===== config.mk =====
export PLATFORM = sky130hd
export DESIGN_NAME = fetch_sequencer_flat
export DESIGN_NICKNAME = d
export VERILOG_FILES = /design/src/rtl/fetch_sequencer_if.sv /design/src/rtl/fetch_sequencer.sv /design/src/flat_wrapper.sv
export SDC_FILE = /design/constraint.sdc
export NUM_CORES = 1
export LEC_CHECK = 0
export ABC_CLOCK_PERIOD_IN_PS = 5400
export CAP_MARGIN = 15
export CORE_UTILIZATION = 42
export DETAILED_ROUTE_END_ITERATION = 12
export GPL_TIMING_DRIVEN = 0
export PLACE_DENSITY = 0.82
export REMOVE_ABC_BUFFERS = 1
export SYNTH_ARGS = -nofsm -noshare
export SYNTH_HDL_FRONTEND = slang
export SYNTH_SLANG_ARGS = --single-unit

===== constraint.sdc =====
create_clock -name clk -period 5.4 [get_ports clk]
set_clock_uncertainty 0.05 [all_clocks]
set_input_delay 1.62 -clock clk [delete_from_list [all_inputs] [get_ports clk]]
set_output_delay 1.62 -clock clk [all_outputs]
set_load 0.01 [all_outputs]

===== src/rtl/fetch_sequencer_if.sv =====
// fetch_sequencer_if
//   Bundles the instruction-memory request channel and the IF/ID handoff
//   channel of the fetch sequencer.
//   master : sequencer side (drives imem_req/imem_addr, if_valid/if_instr/if_pc)
//   slave  : memory + IF/ID side (drives imem_ack/imem_rdata, if_ready)
interface fetch_sequencer_if;
    logic        imem_req;
    logic [31:0] imem_addr;
    logic        imem_ack;
    logic [31:0] imem_rdata;
    logic        if_valid;
    logic        if_ready;
    logic [31:0] if_instr;
    logic [31:0] if_pc;

    modport master (
        output imem_req, imem_addr, if_valid, if_instr, if_pc,
        input  imem_ack, imem_rdata, if_ready
    );

    modport slave (
        input  imem_req, imem_addr, if_valid, if_instr, if_pc,
        output imem_ack, imem_rdata, if_ready
    );
endinterface


===== src/rtl/fetch_sequencer.sv =====
// fetch_sequencer
//   Owns the fetch PC and sequences one fetch at a time against a
//   variable-latency instruction memory, then hands the word to IF/ID.
//   Redirects (branch > j/jal > jr/jalr) are captured in any cycle; one that
//   arrives while a fetch is in flight is buffered and used for the next PC.
// Ports
//   clk, reset           clock, async active-high reset
//   br_/j_/jr_take,target redirect requests from D
//   bus (master)         imem request/ack channel and IF/ID valid/ready channel
//   addr_err             sticky: misaligned redirect target seen
//   imem_timeout         sticky: a fetch waited TIMEOUT cycles
module fetch_sequencer #(
    parameter logic [31:0] RESET_PC = 32'h0000_3000,
    parameter int          TIMEOUT  = 16
) (
    input  logic                 clk,
    input  logic                 reset,
    input  logic                 br_take,
    input  logic [31:0]          br_target,
    input  logic                 j_take,
    input  logic [31:0]          j_target,
    input  logic                 jr_take,
    input  logic [31:0]          jr_target,
    fetch_sequencer_if.master    bus,
    output logic                 addr_err,
    output logic                 imem_timeout
);
    localparam logic [1:0] S_IDLE = 2'd0;
    localparam logic [1:0] S_REQ  = 2'd1;
    localparam logic [1:0] S_HOLD = 2'd2;

    localparam int             CW      = $clog2(TIMEOUT + 1);
    localparam logic [CW-1:0]  CNT_MAX = CW'(TIMEOUT);

    logic [1:0]    state;
    logic [31:0]   pc;
    logic [31:0]   pend_target;
    logic          pending;
    logic [CW-1:0] wait_cnt;
    logic [31:0]   instr_q;
    logic [31:0]   ifpc_q;

    logic          redir_take;
    logic [31:0]   redir_raw;
    logic [31:0]   redir_tgt;
    logic          handoff;
    logic [31:0]   next_pc;

    assign redir_take = br_take | j_take | jr_take;
    assign redir_raw  = br_take ? br_target : (j_take ? j_target : jr_target);
    assign redir_tgt  = {redir_raw[31:2], 2'b00};
    assign handoff    = (state == S_HOLD) && bus.if_ready;
    // A redirect in the handoff cycle is newer than anything buffered.
    assign next_pc    = redir_take ? redir_tgt :
                        (pending ? pend_target : pc + 32'd4);

    // Request/valid decode from state only, so reset drops imem_req at once.
    assign bus.imem_req  = (state == S_REQ);
    assign bus.imem_addr = pc;
    assign bus.if_valid  = (state == S_HOLD);
    assign bus.if_instr  = instr_q;
    assign bus.if_pc     = ifpc_q;

    always_ff @(posedge clk or posedge reset) begin
        if (reset) begin
            state        <= S_IDLE;
            pc           <= RESET_PC;
            pend_target  <= 32'd0;
            pending      <= 1'b0;
            wait_cnt     <= '0;
            instr_q      <= 32'd0;
            ifpc_q       <= 32'd0;
            addr_err     <= 1'b0;
            imem_timeout <= 1'b0;
        end else begin
            if (redir_take && (redir_raw[1:0] != 2'b00))
                addr_err <= 1'b1;

            case (state)
                S_IDLE: state <= S_REQ;
                S_REQ: begin
                    if (bus.imem_ack) begin
                        instr_q  <= bus.imem_rdata;
                        ifpc_q   <= pc;
                        wait_cnt <= '0;
                        state    <= S_HOLD;
                    end else begin
                        if (wait_cnt != CNT_MAX)
                            wait_cnt <= wait_cnt + 1'b1;
                        // Flag on the edge where the count reaches TIMEOUT.
                        if (wait_cnt >= CNT_MAX - 1'b1)
                            imem_timeout <= 1'b1;
                    end
                end
                S_HOLD: begin
                    if (bus.if_ready) begin
                        pc      <= next_pc;
                        pending <= 1'b0;
                        state   <= S_REQ;
                    end
                end
                default: state <= S_IDLE;
            endcase

            // Buffer a redirect not consumed directly; newest one wins.
            if (redir_take && !handoff) begin
                pending     <= 1'b1;
                pend_target <= redir_tgt;
            end
        end
    end
endmodule


===== src/flat_wrapper.sv =====
// flat-port wrapper written by rule: the top's interface ports become plain ports
module fetch_sequencer_flat 
#(
    parameter logic [31:0] RESET_PC = 32'h0000_3000,
    parameter int          TIMEOUT  = 16
)
  (clk, reset, br_take, br_target, j_take, j_target, jr_take, jr_target, addr_err, imem_timeout, bus_imem_req, bus_imem_addr, bus_if_valid, bus_if_instr, bus_if_pc, bus_imem_ack, bus_imem_rdata, bus_if_ready);
  fetch_sequencer_if bus_i ();
  input  logic clk;
  input  logic reset;
  input  logic br_take;
  input  logic [31:0] br_target;
  input  logic j_take;
  input  logic [31:0] j_target;
  input  logic jr_take;
  input  logic [31:0] jr_target;
  output logic addr_err;
  output logic imem_timeout;
  output wire logic [$bits(bus_i.imem_req)-1:0] bus_imem_req;
  output wire logic [$bits(bus_i.imem_addr)-1:0] bus_imem_addr;
  output wire logic [$bits(bus_i.if_valid)-1:0] bus_if_valid;
  output wire logic [$bits(bus_i.if_instr)-1:0] bus_if_instr;
  output wire logic [$bits(bus_i.if_pc)-1:0] bus_if_pc;
  input wire logic [$bits(bus_i.imem_ack)-1:0] bus_imem_ack;
  input wire logic [$bits(bus_i.imem_rdata)-1:0] bus_imem_rdata;
  input wire logic [$bits(bus_i.if_ready)-1:0] bus_if_ready;
  assign bus_imem_req = bus_i.imem_req;
  assign bus_imem_addr = bus_i.imem_addr;
  assign bus_if_valid = bus_i.if_valid;
  assign bus_if_instr = bus_i.if_instr;
  assign bus_if_pc = bus_i.if_pc;
  assign bus_i.imem_ack = bus_imem_ack;
  assign bus_i.imem_rdata = bus_imem_rdata;
  assign bus_i.if_ready = bus_if_ready;
  fetch_sequencer #(.RESET_PC(RESET_PC), .TIMEOUT(TIMEOUT)) u_core (.clk(clk), .reset(reset), .br_take(br_take), .br_target(br_target), .j_take(j_take), .j_target(j_target), .jr_take(jr_take), .jr_target(jr_target), .bus(bus_i), .addr_err(addr_err), .imem_timeout(imem_timeout));
endmodule

==> flow_metrics.py <==
metrics = {
    "placed_design": {
        "place_area_um2": 9470,
        "dp.cells": 1082,
        "gp_congestion": 0.769,
        "placement.io_buffers": 230,
        "dp_slack_ns": 1.14,
        "hpwl_um": 13300,
    },
    "clock_network": {
        "cts_root_buf": "clkbuf_16",
        "cts_inserted_buffers": 17,
        "cts_resized": 0,
        "cts_sinks": 132,
        "htree_levels": 4,
        "hold_buffers": 0,
        "cts_setup_buffers": 0,
        "clkLatencyLatePin_ns": 0.42,
        "cts.path.max_buffers": 2,
        "clk_pin_slew_ns": 0.06,
        "cts_tree": "built",
    },
    "floorplan": {
        "start_util": 0.433,
        "die_h_um": 130,
        "die-area_um2": 17000,
        "rows": 46,
        "io_pins": 235,
        "die-width_um": 130,
        "coreArea_um2": 16000,
    },
    "pwr": {
        "peakVddDrop_v": 0.000309,
        "power_density_nw_per_um2": 491,
        "p_leak_uw": 0.00411,
    },
    "sta": {
        "slew_headroom": 0.294,
        "setup_viol": 0,
        "finalCritPeriodShare": 0.712,
        "setup_ws_ns": 1.56,
        "finalHoldViolations": 0,
        "worst_pin_slew_ns": 1.04,
        "slew_violations": 0,
        "fmax_mhz": 260,
        "rsz0062_at_grt": "false",
        "whs_ns": 0.423,
        "fin_crit_ns": 3.84,
    },
    "yosys": {
        "synth_common_cells": "130 x dfrtp_1, 74 x mux2_2, 64 x nand2_1",
        "synth_top_area_cell": "dfrtp_1",
        "ys_seq_elements": 132,
        "async_flop_share": 1.00,
        "yosysMostFrequentCell": "dfrtp_1",
        "netlist_area_um2": 6930,
        "netlist-cell-type-count": 70,
        "syn_inst": 676,
        "synth_edf_count": 0,
        "ys_seq_area_frac": 0.477,
        "synth.top_cell.area_share": 0.470,
        "synth_area_leaders": "dfrtp_1 47%, mux2_2 12%, mux2i_1 4.0%",
        "yosys_most_used_dff": "dfrtp_1",
        "ys_warn_count": 0,
        "syn_area_per_cell_um2": 10.2,
    },
    "drt": {
        "ant_nets": 0,
        "wl_per_cell_um": 16.8,
        "wirelength_um": 18800,
        "drcViolationCount": 0,
        "firstDrtPassIters": 6,
        "viasPerCell": 5.35,
        "vias": 5968,
        "dr.first_iter.drc_count": 333,
    },
    "final_layout": {
        "design_area_um2": 10100,
        "drive_gt1_frac": 0.143,
        "fin_util": 0.631,
        "n_fill_cell": 1331,
        "diodes": 0,
        "nets": 1025,
        "syn_to_final_growth_pct": 45.8,
        "instances_no_fill": 1115,
    },
    "grt": {
        "grt-ovfl-total": 0,
        "grt_first_pass_wirelength_um": 29100,
        "gr-usage-all-layers": 0.223,
        "grt_pass1_vias": 5747,
        "antenna_found_initial": 0,
        "grt_start_max_net_pins": 68,
    },
    "worst_setup_path": {
        "critPathCaptureType": "register",
        "path_class": "in -> reg",
        "path_max_fanout": 26,
        "cp.required_ns": 5.64,
        "startpoint_type": "input pin",
        "crit_arrival_ns": 4.09,
    },
    "worst_hold_path": {
        "hold_path.class": "reg -> reg",
    },
    "status": {
        "outcome": "finished, final reports clean",
    },
    "run": {
        "drv_cap": 0,
    },
}
## per-stage QoR
step           total power [uW]  setup TNS (ns)
5_1_grt                    5240               0
2_1_floorplan              2650               0
6_report                   4960               0
4_1_cts                    5000               0
3_3_place_gp               3670         -295.90
3_5_place_dp               3750               0
## layer usage
metal | GRT usage | up-vias | wire length (um)
met5 | 0 | - | 0
met4 | 0.0723 | 0 | 251
met3 | 0.0493 | 19 | 1420
met2 | 0.374 | 230 | 9000
met1 | 0.287 | 2848 | 8080
li1 | - | 2871 | -
## flip-flops by register name, summed over array words and instances (netlist names)
name / flops
u_core.wait_cnt: 5
u_core.pending: 1
u_core.bus.imem_addr: 30
u_core.bus.if_instr: 32
u_core.imem_timeout: 1
u_core.pend_target: 30
u_core.bus.if_pc: 30
u_core.addr_err: 1
u_core.state: 2
## kinds of logic after synthesis
kind of cell | after synthesis | synth area share
DFF | 132 | 0.477
xor gates and xnor gates | 13 | 0.0164
other | 1 | 0.000541
buffers and inverters | 63 | 0.0439
muxes | 102 | 0.161
AOI/OAI and AO/OA | 167 | 0.153
and+or+nand+nor | 194 | 0.141
adders and majority gates | 4 | 0.00722
## final timing paths
check | depth (start not counted) | slack, ns | endpoint | start
max | 5 | 1.56 | u_core.pend_target[26] | jr_take
min | 1 | 0.42 | u_core.imem_timeout | u_core.imem_timeout
max reg2reg | 5 | 2.67 | u_core.bus.imem_addr[23] | u_core.pending
min reg2reg | 1 | 0.42 | u_core.imem_timeout | u_core.imem_timeout
max in group asynchronous | 3 | 2.96 | u_core.bus.if_instr[27] | reset
min in group asynchronous | 2 | 1.60 | u_core.bus.if_instr[19] | reset
## cells in the final DEF, fill, tap and decap left out, drive strengths merged, types with 7 or more instances in the layout
master	synthesis	layout
a2bb2oi	7	7
nand3	15	15
inv	12	12
clkbuf	30	23
nor2b	12	12
nor3	12	12
a21oi	43	43
xnor2	7	7
and3	10	10
buf	20	11
o21ai	54	54
mux2	74	74
mux2i	28	28
dfrtp	130	130
clkdlybuf4s50	0	228
nor2	40	40
nand2	64	64
nand2b	13	13
## worst max-delay path: stages
cell and delay [ns]:
clkdlybuf4s50_1 0.67, or3_1 0.68, nand2_2 0.49, buf_16 0.32, mux2_2 0.28
## power breakdown
group	switching (uW)	internal (uW)
registers	358	1410
logic	803	1160
clock network	423	807
## area by class of cell
| cell class | count | area [um^2] | share of cell area |
|---|---|---|---|
| clock buffer | 23 | 478 | 0.0473 |
| clock inverter | 9 | 150 | 0.0149 |
| multi-input combinational | 484 | 3350 | 0.331 |
| timing repair buffer | 239 | 2500 | 0.248 |
| inverter | 12 | 50.0 | 0.00495 |
| sequential | 132 | 3310 | 0.327 |
| tap | 216 | 270 | 0.0268 |
(Power assumes the default switching activity.)
